--- config.mk ---
export PLATFORM = sky130hd
export DESIGN_NAME = move_seq_unit
export DESIGN_NICKNAME = d
export VERILOG_FILES = /design/src/rtl/move_seq_unit_pkg.sv /design/src/rtl/move_seq_unit_ext.sv /design/src/rtl/move_seq_unit.sv
export SDC_FILE = /design/constraint.sdc
export NUM_CORES = 1
export LEC_CHECK = 0
export ABC_CLOCK_PERIOD_IN_PS = 3700
export BUFFER_PORTS_ARGS = -buffer_cell sky130_fd_sc_hd__buf_2
export CORE_MARGIN = 2
export CORE_UTILIZATION = 59
export CTS_BUF_LIST = sky130_fd_sc_hd__clkbuf_8
export DETAILED_ROUTE_END_ITERATION = 6
export PLACE_DENSITY = 0.85
export SLEW_MARGIN = 20
export SYNTH_ARGS = -nofsm -noshare
export SYNTH_HDL_FRONTEND = slang
export SYNTH_SLANG_ARGS = --single-unit
export TNS_END_PERCENT = 100
--- constraint.sdc ---
create_clock -name clk -period 3.7 [get_ports clk]
set_clock_uncertainty 0.1 [all_clocks]
set_input_delay 0.185 -clock clk [delete_from_list [all_inputs] [get_ports clk]]
set_output_delay 0.185 -clock clk [all_outputs]
set_load 0.005 [all_outputs]
--- src/rtl/move_seq_unit_pkg.sv ---
// Shared encodings for the move/swap/sign-fill unit and its REP MOVS sequencer.
package move_seq_unit_pkg;

    localparam logic [2:0] MSQ_MOVE = 3'd0;
    localparam logic [2:0] MSQ_SWAP = 3'd1;
    localparam logic [2:0] MSQ_FILL = 3'd2;
    localparam logic [2:0] MSQ_SEXT = 3'd3;
    localparam logic [2:0] MSQ_ZEXT = 3'd4;
    localparam logic [2:0] MSQ_REP  = 3'd5;

    localparam logic [1:0] MSQ_SZ_BYTE  = 2'd0;
    localparam logic [1:0] MSQ_SZ_WORD  = 2'd1;
    localparam logic [1:0] MSQ_SZ_DWORD = 2'd2;

    typedef enum logic [1:0] {
        ST_IDLE = 2'd0,
        ST_HOLD = 2'd1,
        ST_REP  = 2'd2
    } msq_state_t;

    // size 3 is treated as dword, so the stride exponent saturates at 2
    function automatic logic [1:0] stride_log2(input logic [1:0] size);
        case (size)
            MSQ_SZ_BYTE: return 2'd0;
            MSQ_SZ_WORD: return 2'd1;
            default:     return 2'd2;
        endcase
    endfunction

endpackage

--- src/rtl/move_seq_unit_ext.sv ---
// Combinational MOVE/SWAP/FILL/SEXT/ZEXT datapath; the top registers its result.
module move_seq_ext
    import move_seq_unit_pkg::*;
#(
    parameter int WIDTH = 32
) (
    input  logic [2:0]       mode,
    input  logic [1:0]       size,
    input  logic [WIDTH-1:0] opnd0,
    input  logic [WIDTH-1:0] opnd1,
    output logic [WIDTH-1:0] res0,
    output logic [WIDTH-1:0] res1
);

    logic [WIDTH-1:0] low_mask;
    logic             sign;

    // Dword sources cover bits 31:0; with WIDTH=32 that makes SEXT/ZEXT a plain move
    always_comb begin
        case (size)
            MSQ_SZ_BYTE: begin
                low_mask = WIDTH'(8'hFF);
                sign     = opnd1[7];
            end
            MSQ_SZ_WORD: begin
                low_mask = WIDTH'(16'hFFFF);
                sign     = opnd1[15];
            end
            default: begin
                low_mask = WIDTH'(32'hFFFF_FFFF);
                sign     = opnd1[31];
            end
        endcase
    end

    always_comb begin
        res1 = opnd1;
        case (mode)
            MSQ_SWAP: begin
                res0 = opnd1;
                res1 = opnd0;
            end
            MSQ_FILL: res0 = (opnd0 & ~low_mask) | ({WIDTH{sign}} & low_mask);
            MSQ_SEXT: res0 = (opnd1 & low_mask) | ({WIDTH{sign}} & ~low_mask);
            MSQ_ZEXT: res0 = opnd1 & low_mask;
            default:  res0 = opnd1;
        endcase
    end

endmodule

--- src/rtl/move_seq_unit.sv ---
// Registered, handshaked move/swap/sign-fill unit with a REP MOVS pointer sequencer.
module move_seq_unit
    import move_seq_unit_pkg::*;
#(
    parameter int WIDTH = 32,
    parameter int CNT_W = 32
) (
    input  logic             clk,
    input  logic             rst_n,
    input  logic             in_valid,
    output logic             in_ready,
    input  logic [2:0]       mode,
    input  logic [1:0]       size,
    input  logic             dir,
    input  logic [CNT_W-1:0] rep_count,
    input  logic [WIDTH-1:0] opnd0_r,
    input  logic [WIDTH-1:0] opnd1_r,
    output logic             out_valid,
    input  logic             out_ready,
    output logic [WIDTH-1:0] opnd0_w,
    output logic [WIDTH-1:0] opnd1_w,
    output logic             out_last,
    output logic             out_nop
);

    msq_state_t              state;
    logic [CNT_W-1:0]        cnt_p1;
    logic signed [WIDTH-1:0] step_p1;
    logic signed [WIDTH-1:0] stride_p0;
    logic signed [WIDTH-1:0] step_p0;
    logic [WIDTH-1:0]        ext0_p0;
    logic [WIDTH-1:0]        ext1_p0;
    logic                    accept;
    logic                    retire;
    logic                    is_rep;

    move_seq_ext #(
        .WIDTH(WIDTH)
    ) u_ext (
        .mode (mode),
        .size (size),
        .opnd0(opnd0_r),
        .opnd1(opnd1_r),
        .res0 (ext0_p0),
        .res1 (ext1_p0)
    );

    assign in_ready = (state == ST_IDLE) || ((state == ST_HOLD) && out_ready);
    assign accept   = in_valid && in_ready;
    assign retire   = out_valid && out_ready;
    assign is_rep   = (mode == MSQ_REP);

    // Direction is folded into a signed step so the stepper is a single add
    always_comb begin
        stride_p0 = WIDTH'(1) << stride_log2(size);
        step_p0   = dir ? -stride_p0 : stride_p0;
    end

    // ---- stage p1: output register and sequencer state ----
    always_ff @(posedge clk) begin
        if (!rst_n) begin
            state     <= ST_IDLE;
            out_valid <= 1'b0;
            out_last  <= 1'b0;
            out_nop   <= 1'b0;
            opnd0_w   <= '0;
            opnd1_w   <= '0;
        end else begin
            case (state)
                ST_IDLE, ST_HOLD: begin
                    if (accept) begin
                        out_valid <= 1'b1;
                        if (is_rep) begin
                            state    <= ST_REP;
                            opnd0_w  <= opnd0_r;
                            opnd1_w  <= opnd1_r;
                            out_nop  <= (rep_count == '0);
                            out_last <= (rep_count == '0) || (rep_count == CNT_W'(1));
                        end else begin
                            state    <= ST_HOLD;
                            opnd0_w  <= ext0_p0;
                            opnd1_w  <= ext1_p0;
                            out_nop  <= 1'b0;
                            out_last <= 1'b1;
                        end
                    end else if (retire) begin
                        state     <= ST_IDLE;
                        out_valid <= 1'b0;
                        out_last  <= 1'b0;
                    end
                end
                ST_REP: begin
                    if (retire) begin
                        if (out_last) begin
                            state     <= ST_IDLE;
                            out_valid <= 1'b0;
                            out_last  <= 1'b0;
                            out_nop   <= 1'b0;
                        end else begin
                            opnd0_w  <= opnd0_w + $unsigned(step_p1);
                            opnd1_w  <= opnd1_w + $unsigned(step_p1);
                            out_last <= (cnt_p1 == CNT_W'(1));
                        end
                    end
                end
                default: begin
                    state     <= ST_IDLE;
                    out_valid <= 1'b0;
                end
            endcase
        end
    end

    // cnt_p1 holds the beats still to come after the one currently presented
    always_ff @(posedge clk) begin
        if (accept && is_rep) begin
            step_p1 <= step_p0;
            cnt_p1  <= (rep_count == '0) ? '0 : rep_count - CNT_W'(1);
        end else if ((state == ST_REP) && retire && !out_last) begin
            cnt_p1 <= cnt_p1 - CNT_W'(1);
        end
    end

endmodule
==> summary.txt, run 1 <==
Route
  • DR iter-0 viols: 1,136
  • Wirelength per Cell: 19.5 um
  • DRC Markers: 0
  • Vias: 11,100
  • DRT Pass-1 Iters: 5
  • Total wire length: 32,500 um
  • Vias per inst: 6.65
  • Final ANT Viol Nets: 0

Pwr
  • P_leak: 4.75 nW
  • Power Density: 302 nW/um^2
  • Worst ir drop on vdd: 0.164 mV

Synth
  • #FFs+latches synth: 108
  • Adder-cell share of the synthesized area: 0.0852
  • Prevailing post-synth register cell: dfxtp_1
  • Synth Warn #: 0
  • Synth area leader: dfxtp_1
  • Seq/Total Area, Yosys: 0.251
  • Yosys cell types: 72
  • Post-synth top area share: 0.136
  • Post-synthesis mux area share: 0.0356
  • Largest family of logic cells by synthesized area: compound AO/OA/AOI/OAI gates
  • Area contributors post-synth: dfxtp_1, edfxtp_1, ha_1
  • Synth Area in Simple Gates: 0.191
  • Compound-cell area share of the yosys netlist: 0.308
  • EDFF count, synth: 39
  • Synth async-reset ratio: 0
  • Synthesized cell area: 10,200 sq um
  • Post-Synthesis Cells: 1,301
  • Syn Area/Cell: 7.81 sq um
  • XOR/XNOR share of the synthesized area: 0.0887
  • Syn Nets: 1,475

Critical path
  • R2r startpoint: step_p1[0]$_DFFE_PP_
  • Reg-to-reg setup timing slack: 390 ps
  • Crit path max-delay family: compound AO/OA/AOI/OAI gates
  • R2R cell count: 9
  • CP endpoint kind: flop
  • CP cell instances: ha_1, fa_1, a21oi_1, o211ai_1, a31oi_1, o31ai_1, a2111oi_0, o31ai_1, a22o_1
  • Bufs and invs on worst path: 0
  • Worst Path Max Fanout: 4
  • Worst endpoint required time: 3910 ps
  • Worst Setup Start Kind: flop
  • CP most frequent cell: o31ai_1
  • Worst R2R End: opnd0_w[16]$_SDFFE_PN0P_
  • Setup Crit Path Kind: flop to flop
  • Critical path arrival: 3530 ps
  • CP max stage cell: a2111oi_0
  • CP max stage delay: 490 ps

Final layout
  • Commonest non-fill, non-tap cells in the layout: buf_2, a21oi_1, nand2_1, o21ai_0, nor2_1
  • Area grow syn2layout: 12.9%
  • Sequential cell area: 2550 sq um
  • Fill count: 1,417
  • Layout Nets: 1,613
  • Layout cells sized above 1: 0.163
  • Area of the multi-input gates: 7230 sq um
  • Most common cell after layout, fill and taps aside: buf_2

Timing
  • Hold Slack: 33.4 ps
  • RSZ-0062 raised after global routing: no
  • Final period util: 0.896
  • Worst-margin pin slew: 1090 ps
  • Max-slew violation count: 0
  • Total negative slack: 0 ps
  • Fin crit period: 3310 ps
  • Fmax: 302 MHz
  • Final setup fails: 0
  • Slew headroom: 0.277
  • Final hold vios: 0

Min path
  • Hold path endpoint: opnd0_w[8]$_SDFFE_PN0P_
  • Min-delay src: opnd0_r[8]
  • Worst Hold Class: primary input to flop
  • Hold path depth: 3

Die
  • Core area: 16,700 sq um
  • Die width: 135 um
  • Die area: 18,300 sq um
  • Initial Util: 0.609
  • Chip height: 135 um
  • IO Count: 174
  • Std cell rows: 47

Global routing
  • GRT overflow: 0
  • Initial antenna violation count: 3
  • Global route hottest layer: met2
  • GRT Total Usage: 0.348
  • Met3 usage: 0.0599
  • Global routing usage on met2: 0.533
  • Pin count of the biggest net entering global routing: 48
  • Met1 Usage GRT: 0.481
  • First-pass GRT wire length: 50,700 um
  • Vias in the first global route: 10,000

Clock network
  • Skew-Pair Late Insertion Delay: 410 ps
  • CTS tree: yes
  • Postcts setup bufs: 0
  • Worst-path clk slew: 120 ps
  • Clock buffer depth: 2
  • CTS sink count: 108
  • H-tree lvl count: 3
  • CTS Buf Count: 9
  • Root buf cell: clkbuf_8

Run status
  • Status: finished clean

Run
  • MaxCap Viol Count: 0

Placement
  • # port buffers: 173
  • Detailed placement HPWL: 24,100 um
  • Placer congestion estimate: 0.986
==> worst min-delay path: stages <==
cell and delay [ps]:
buf_2 110, a21oi_1 60, a31oi_1 140
==> logic make-up after synthesis <==
| group | count (synthesis) |
|---|---|
| adder cells (fa/ha/maj) | 68 |
| AND/OR/NAND/NOR | 397 |
| multiplexers | 36 |
| AO/OA/AOI/OAI | 486 |
| XOR/XNOR | 103 |
| buffers and inverters | 103 |
| flip-flops | 108 |
==> report_power, final <==
part	leakage, nW	switching [W]	internal (W)
combinational	3.71	0.000720	0.000512
clock	0.109	0.000498	0.000328
sequential	0.925	0.0000940	0.00131
==> per-stage QoR <==
step	std cells	instance area [sq um]	power, W	setup WS (ps)	utilization
after floorplan	1301	10200	0.00222	628	-
after global placement	1645	11200	0.00260	349	0.672
after detailed placement	1645	11200	0.00262	247	0.672
after CTS	1664	11500	0.00343	477	0.686
after global routing	1667	11500	0.00363	120	0.687
final	1668	11500	0.00347	387	0.687
==> sequential cells by signal, summed over array words and instances (netlist names), named ones only <==
register and cells:
out_nop 1, out_last 1, opnd1_w 32, out_valid 1
opnd0_w 32, step_p1 6, state 2, cnt_p1 32
==> routing by layer <==
| metal | up-vias | wire, um |
|---|---|---|
| met5 | - | 0 |
| met1 | 5090 | 13500 |
| li1 | 5200 | - |
| met2 | 700 | 14300 |
| met3 | 95 | 3520 |
| met4 | 0 | 1160 |
==> final cells by class <==
| class | instances | area share |
|---|---|---|
| antenna | 4 | 0.000872 |
| clock buffer | 9 | 0.0108 |
| clock inverter | 7 | 0.00720 |
| inverter | 26 | 0.00851 |
| multi-input combinational | 1090 | 0.630 |
| sequential | 108 | 0.222 |
| tap | 220 | 0.0240 |
| timing repair buffer | 204 | 0.0964 |
==> worst max path at each step <==
stage | endpoint | from | depth (start not counted)
detailed placement | cnt_p1[15]$_DFFE_PP_ | rep_count[23] | 10
floorplan | opnd1_w[29]$_SDFFE_PN0P_ | step_p1[30]$_SDFFCE_PN0P_ | 9
global route | opnd1_w[30]$_SDFFE_PN0P_ | step_p1[0]$_DFFE_PP_ | 10
finish | opnd0_w[16]$_SDFFE_PN0P_ | step_p1[0]$_DFFE_PP_ | 9
CTS | opnd0_w[16]$_SDFFE_PN0P_ | step_p1[0]$_DFFE_PP_ | 9
global placement | cnt_p1[15]$_DFFE_PP_ | rep_count[23] | 10
==> synthesized netlist by cell type (5+ instances only) <==
master	instances
a21oi_1	124
nand2_1	112
o21ai_0	99
nor2_1	84
dfxtp_1	69
clkbuf_1	67
ha_1	66
xnor2_1	60
nand3_1	48
nor3_1	48
xor2_1	43
edfxtp_1	39
o211ai_1	37
a21o_1	35
mux2i_1	35
inv_1	26
a211oi_1	21
a31oi_1	21
a21boi_0	19
o22ai_1	19
o21a_1	17
nor2b_1	13
nor4_1	12
a221oi_1	11
and3_1	11
nand2b_1	11
o21ai_1	10
nand4_1	9
o221ai_1	9
o21bai_1	8
or2_2	8
buf_1	7
nand3b_1	7
o211a_1	7
or3_1	7
and2_1	6
o31ai_1	6
o311ai_0	5
==> timing repair <==
| item | CTS | global route |
|---|---|---|
| hold buffers | 3 | 0 |
| hold endpoints to repair | 6 | 0 |
| resized for setup | 0 | 0 |
Note: power is estimated with default switching activity, not from simulation.
==> inputs of run 2 (changes only) <==
--- a/config.mk
+++ b/config.mk
@@ -5,13 +5,14 @@
 export SDC_FILE = /design/constraint.sdc
 export NUM_CORES = 1
 export LEC_CHECK = 0
+export ABC_AREA = 1
 export ABC_CLOCK_PERIOD_IN_PS = 3700
 export BUFFER_PORTS_ARGS = -buffer_cell sky130_fd_sc_hd__buf_2
 export CORE_MARGIN = 2
-export CORE_UTILIZATION = 59
+export CORE_UTILIZATION = 60
 export CTS_BUF_LIST = sky130_fd_sc_hd__clkbuf_8
 export DETAILED_ROUTE_END_ITERATION = 6
-export PLACE_DENSITY = 0.85
+export PLACE_DENSITY = 0.83
 export SLEW_MARGIN = 20
 export SYNTH_ARGS = -nofsm -noshare
 export SYNTH_HDL_FRONTEND = slang
==> summary.txt, run 2 <==
Clock network
  • Post-cts resize count: 0
  • Root buf cell: clkbuf_8
  • CTS Hold Bufs: 2
  • CTS Buf Count: 9
  • Clock buffer depth: 2
  • Worst-path clk slew: 120 ps
  • H-tree lvl count: 3
  • Skew-Pair Late Insertion Delay: 420 ps
  • CTS tree: yes
  • Postcts setup bufs: 0
  • CTS sink count: 108

Critical path
  • Setup Crit Path Kind: flop to flop
  • Reg-to-reg setup timing slack: 930 ps
  • R2r startpoint: step_p1[29]$_SDFFCE_PN0P_
  • Worst Setup Start Kind: flop
  • Worst setup endpoint: opnd0_w[23]$_SDFFE_PN0P_
  • Worst Path Max Fanout: 14
  • Worst endpoint required time: 3950 ps
  • Worst R2R End: opnd0_w[23]$_SDFFE_PN0P_
  • R2R cell count: 14
  • Critical path arrival: 3020 ps
  • CP endpoint kind: flop
  • Setup crit start: step_p1[29]$_SDFFCE_PN0P_

Die
  • Core area: 20,200 sq um
  • Die width: 147 um
  • Chip height: 147 um
  • Die area: 21,600 sq um
  • Initial Util: 0.609
  • Std cell rows: 52
  • IO Count: 174

Synth
  • Synth area leader: nand2_1
  • Synthesized cell area: 12,300 sq um
  • Yosys cell types: 50
  • Prevailing post-synth register cell: dfxtp_1
  • Synth Warn #: 0
  • Syn Nets: 2,314
  • Seq/Total Area, Yosys: 0.208
  • Post-Synthesis Cells: 2,140
  • Synth async-reset ratio: 0
  • Most common cell in the netlist: nand2_1
  • EDFF count, synth: 39
  • Synth cell count leaders: nand2_1, inv_1, nor2_1, a21oi_1, o21ai_0
  • #FFs+latches synth: 108
  • Area contributors post-synth: nand2_1, dfxtp_1, inv_1
  • Post-synth top area share: 0.199
  • Syn Area/Cell: 5.74 sq um

Global routing
  • Initial antenna violation count: 5
  • Pin count of the biggest net entering global routing: 59
  • Vias in the first global route: 13,100
  • GRT Total Usage: 0.377
  • First-pass GRT wire length: 65,400 um
  • GRT overflow: 0

Final layout
  • Layout Nets: 2,454
  • Final core occ: 0.669
  • Area grow syn2layout: 9.89%
  • Largest registers: cnt_p1 (32), opnd0_w (32), opnd1_w (32)
  • Commonest non-fill, non-tap cells in the layout: nand2_1, inv_1, nor2_1, buf_2, a21oi_1
  • Layout cells sized above 1: 0.110
  • Most common cell after layout, fill and taps aside: nand2_1
  • Design area: 13,500 sq um

Timing
  • Slew headroom: 0.404
  • Fmax: 361 MHz
  • Final period util: 0.749
  • Final hold vios: 0
  • Max-slew violation count: 0
  • Final worst setup slack: 927 ps
  • Total negative slack: 0 ps
  • Final setup fails: 0
  • RSZ-0062 raised after global routing: no
  • Fin crit period: 2770 ps
  • Hold Slack: 3.81 ps
  • Worst-margin pin slew: 894 ps

Route
  • DR iter-0 viols: 1,224
  • DRC Markers: 0
  • Total wire length: 41,700 um
  • Vias per inst: 5.62
  • Vias: 14,400
  • DRT Pass-1 Iters: 7
  • Wirelength per Cell: 16.3 um
  • Final ANT Viol Nets: 0

Min path
  • Worst Hold Class: primary input to flop

Pwr
  • Power Density: 259 nW/um^2
  • P_leak: 7.41 nW
  • Worst ir drop on vdd: 0.169 mV

Placement
  • # port buffers: 173
  • Detailed placement HPWL: 32,400 um
  • Post-place instance area: 13,300 sq um
  • Placer congestion estimate: 1.01
  • Place WS: 1040 ps

Run status
  • Status: finished clean

Run
  • MaxCap Viol Count: 0
==> run 2: area by class of cell <==
| type | count | area (sq um) |
|---|---|---|
| tap | 270 | 338 |
| sequential | 108 | 2550 |
| timing repair buffer | 190 | 998 |
| clock inverter | 7 | 51.3 |
| multi-input combinational | 1606 | 8040 |
| fill | 2011 | 6680 |
| antenna | 5 | 12.5 |
| clock buffer | 9 | 124 |
| inverter | 365 | 1370 |
==> run 2: how the worst min path moves through the flow <==
stage	slack, ps	cells past startpoint	startpoint	end
floorplan	240	2	in_valid	out_last$_SDFFE_PN0P_
global placement	360	1	dir	step_p1[30]$_SDFFCE_PN0P_
finish	4	2	rep_count[0]	cnt_p1[0]$_DFFE_PP_
global route	20	2	rep_count[0]	cnt_p1[0]$_DFFE_PP_
detailed placement	370	1	dir	step_p1[30]$_SDFFCE_PN0P_
CTS	9	2	rep_count[0]	cnt_p1[0]$_DFFE_PP_
==> run 2: logic make-up (layout without fill, tap and decap cells) <==
family | Yosys count | in the layout | share of synthesized area
XOR/XNOR | 53 | 53 | 0.0378
buffers and inverters | 426 | 571 | 0.137
other | 0 | 5 | 0
flip-flops | 108 | 108 | 0.208
AND/OR/NAND/NOR | 1100 | 1100 | 0.380
AO/OA/AOI/OAI | 385 | 385 | 0.166
adder cells (fa/ha/maj) | 68 | 68 | 0.0705
==> run 2: metrics by stage <==
stage | power [W] | std cells
finish | 0.00349 | 2560
global placement | 0.00270 | 2537
detailed placement | 0.00272 | 2537
floorplan | 0.00229 | 2140
global route | 0.00369 | 2555
CTS | 0.00345 | 2555
==> run 2: per-layer routing <==
metal / wire length, um / global-route usage / vias up
li1: - / - / 7133
met1: 16700 / 0.472 / 6414
met2: 19000 / 0.637 / 721
met3: 4010 / 0.0661 / 121
met4: 2040 / 0.170 / 2
met5: 9 / 0 / -
==> run 2: where the power goes <==
part | total [W] | internal (W) | switching [W]
Sequential | 0.00139 | 0.00131 | 0.0000809
Clock | 0.000757 | 0.000250 | 0.000507
Combinational | 0.00134 | 0.000464 | 0.000881
Total | 0.00349 | 0.00202 | 0.00147
==> run 2: worst max-delay path, stage by stage, from the launching register on <==
cell	delay [ps]
edfxtp_1	950
ha_1	420
nand2_1	140
inv_1	70
nand2_1	80
nand2_1	70
inv_1	50
nand2_1	90
nand2_1	110
nand2_1	120
nand2_1	150
nand2_1	70
nand2_1	50
nand3_1	70
a21oi_1	170
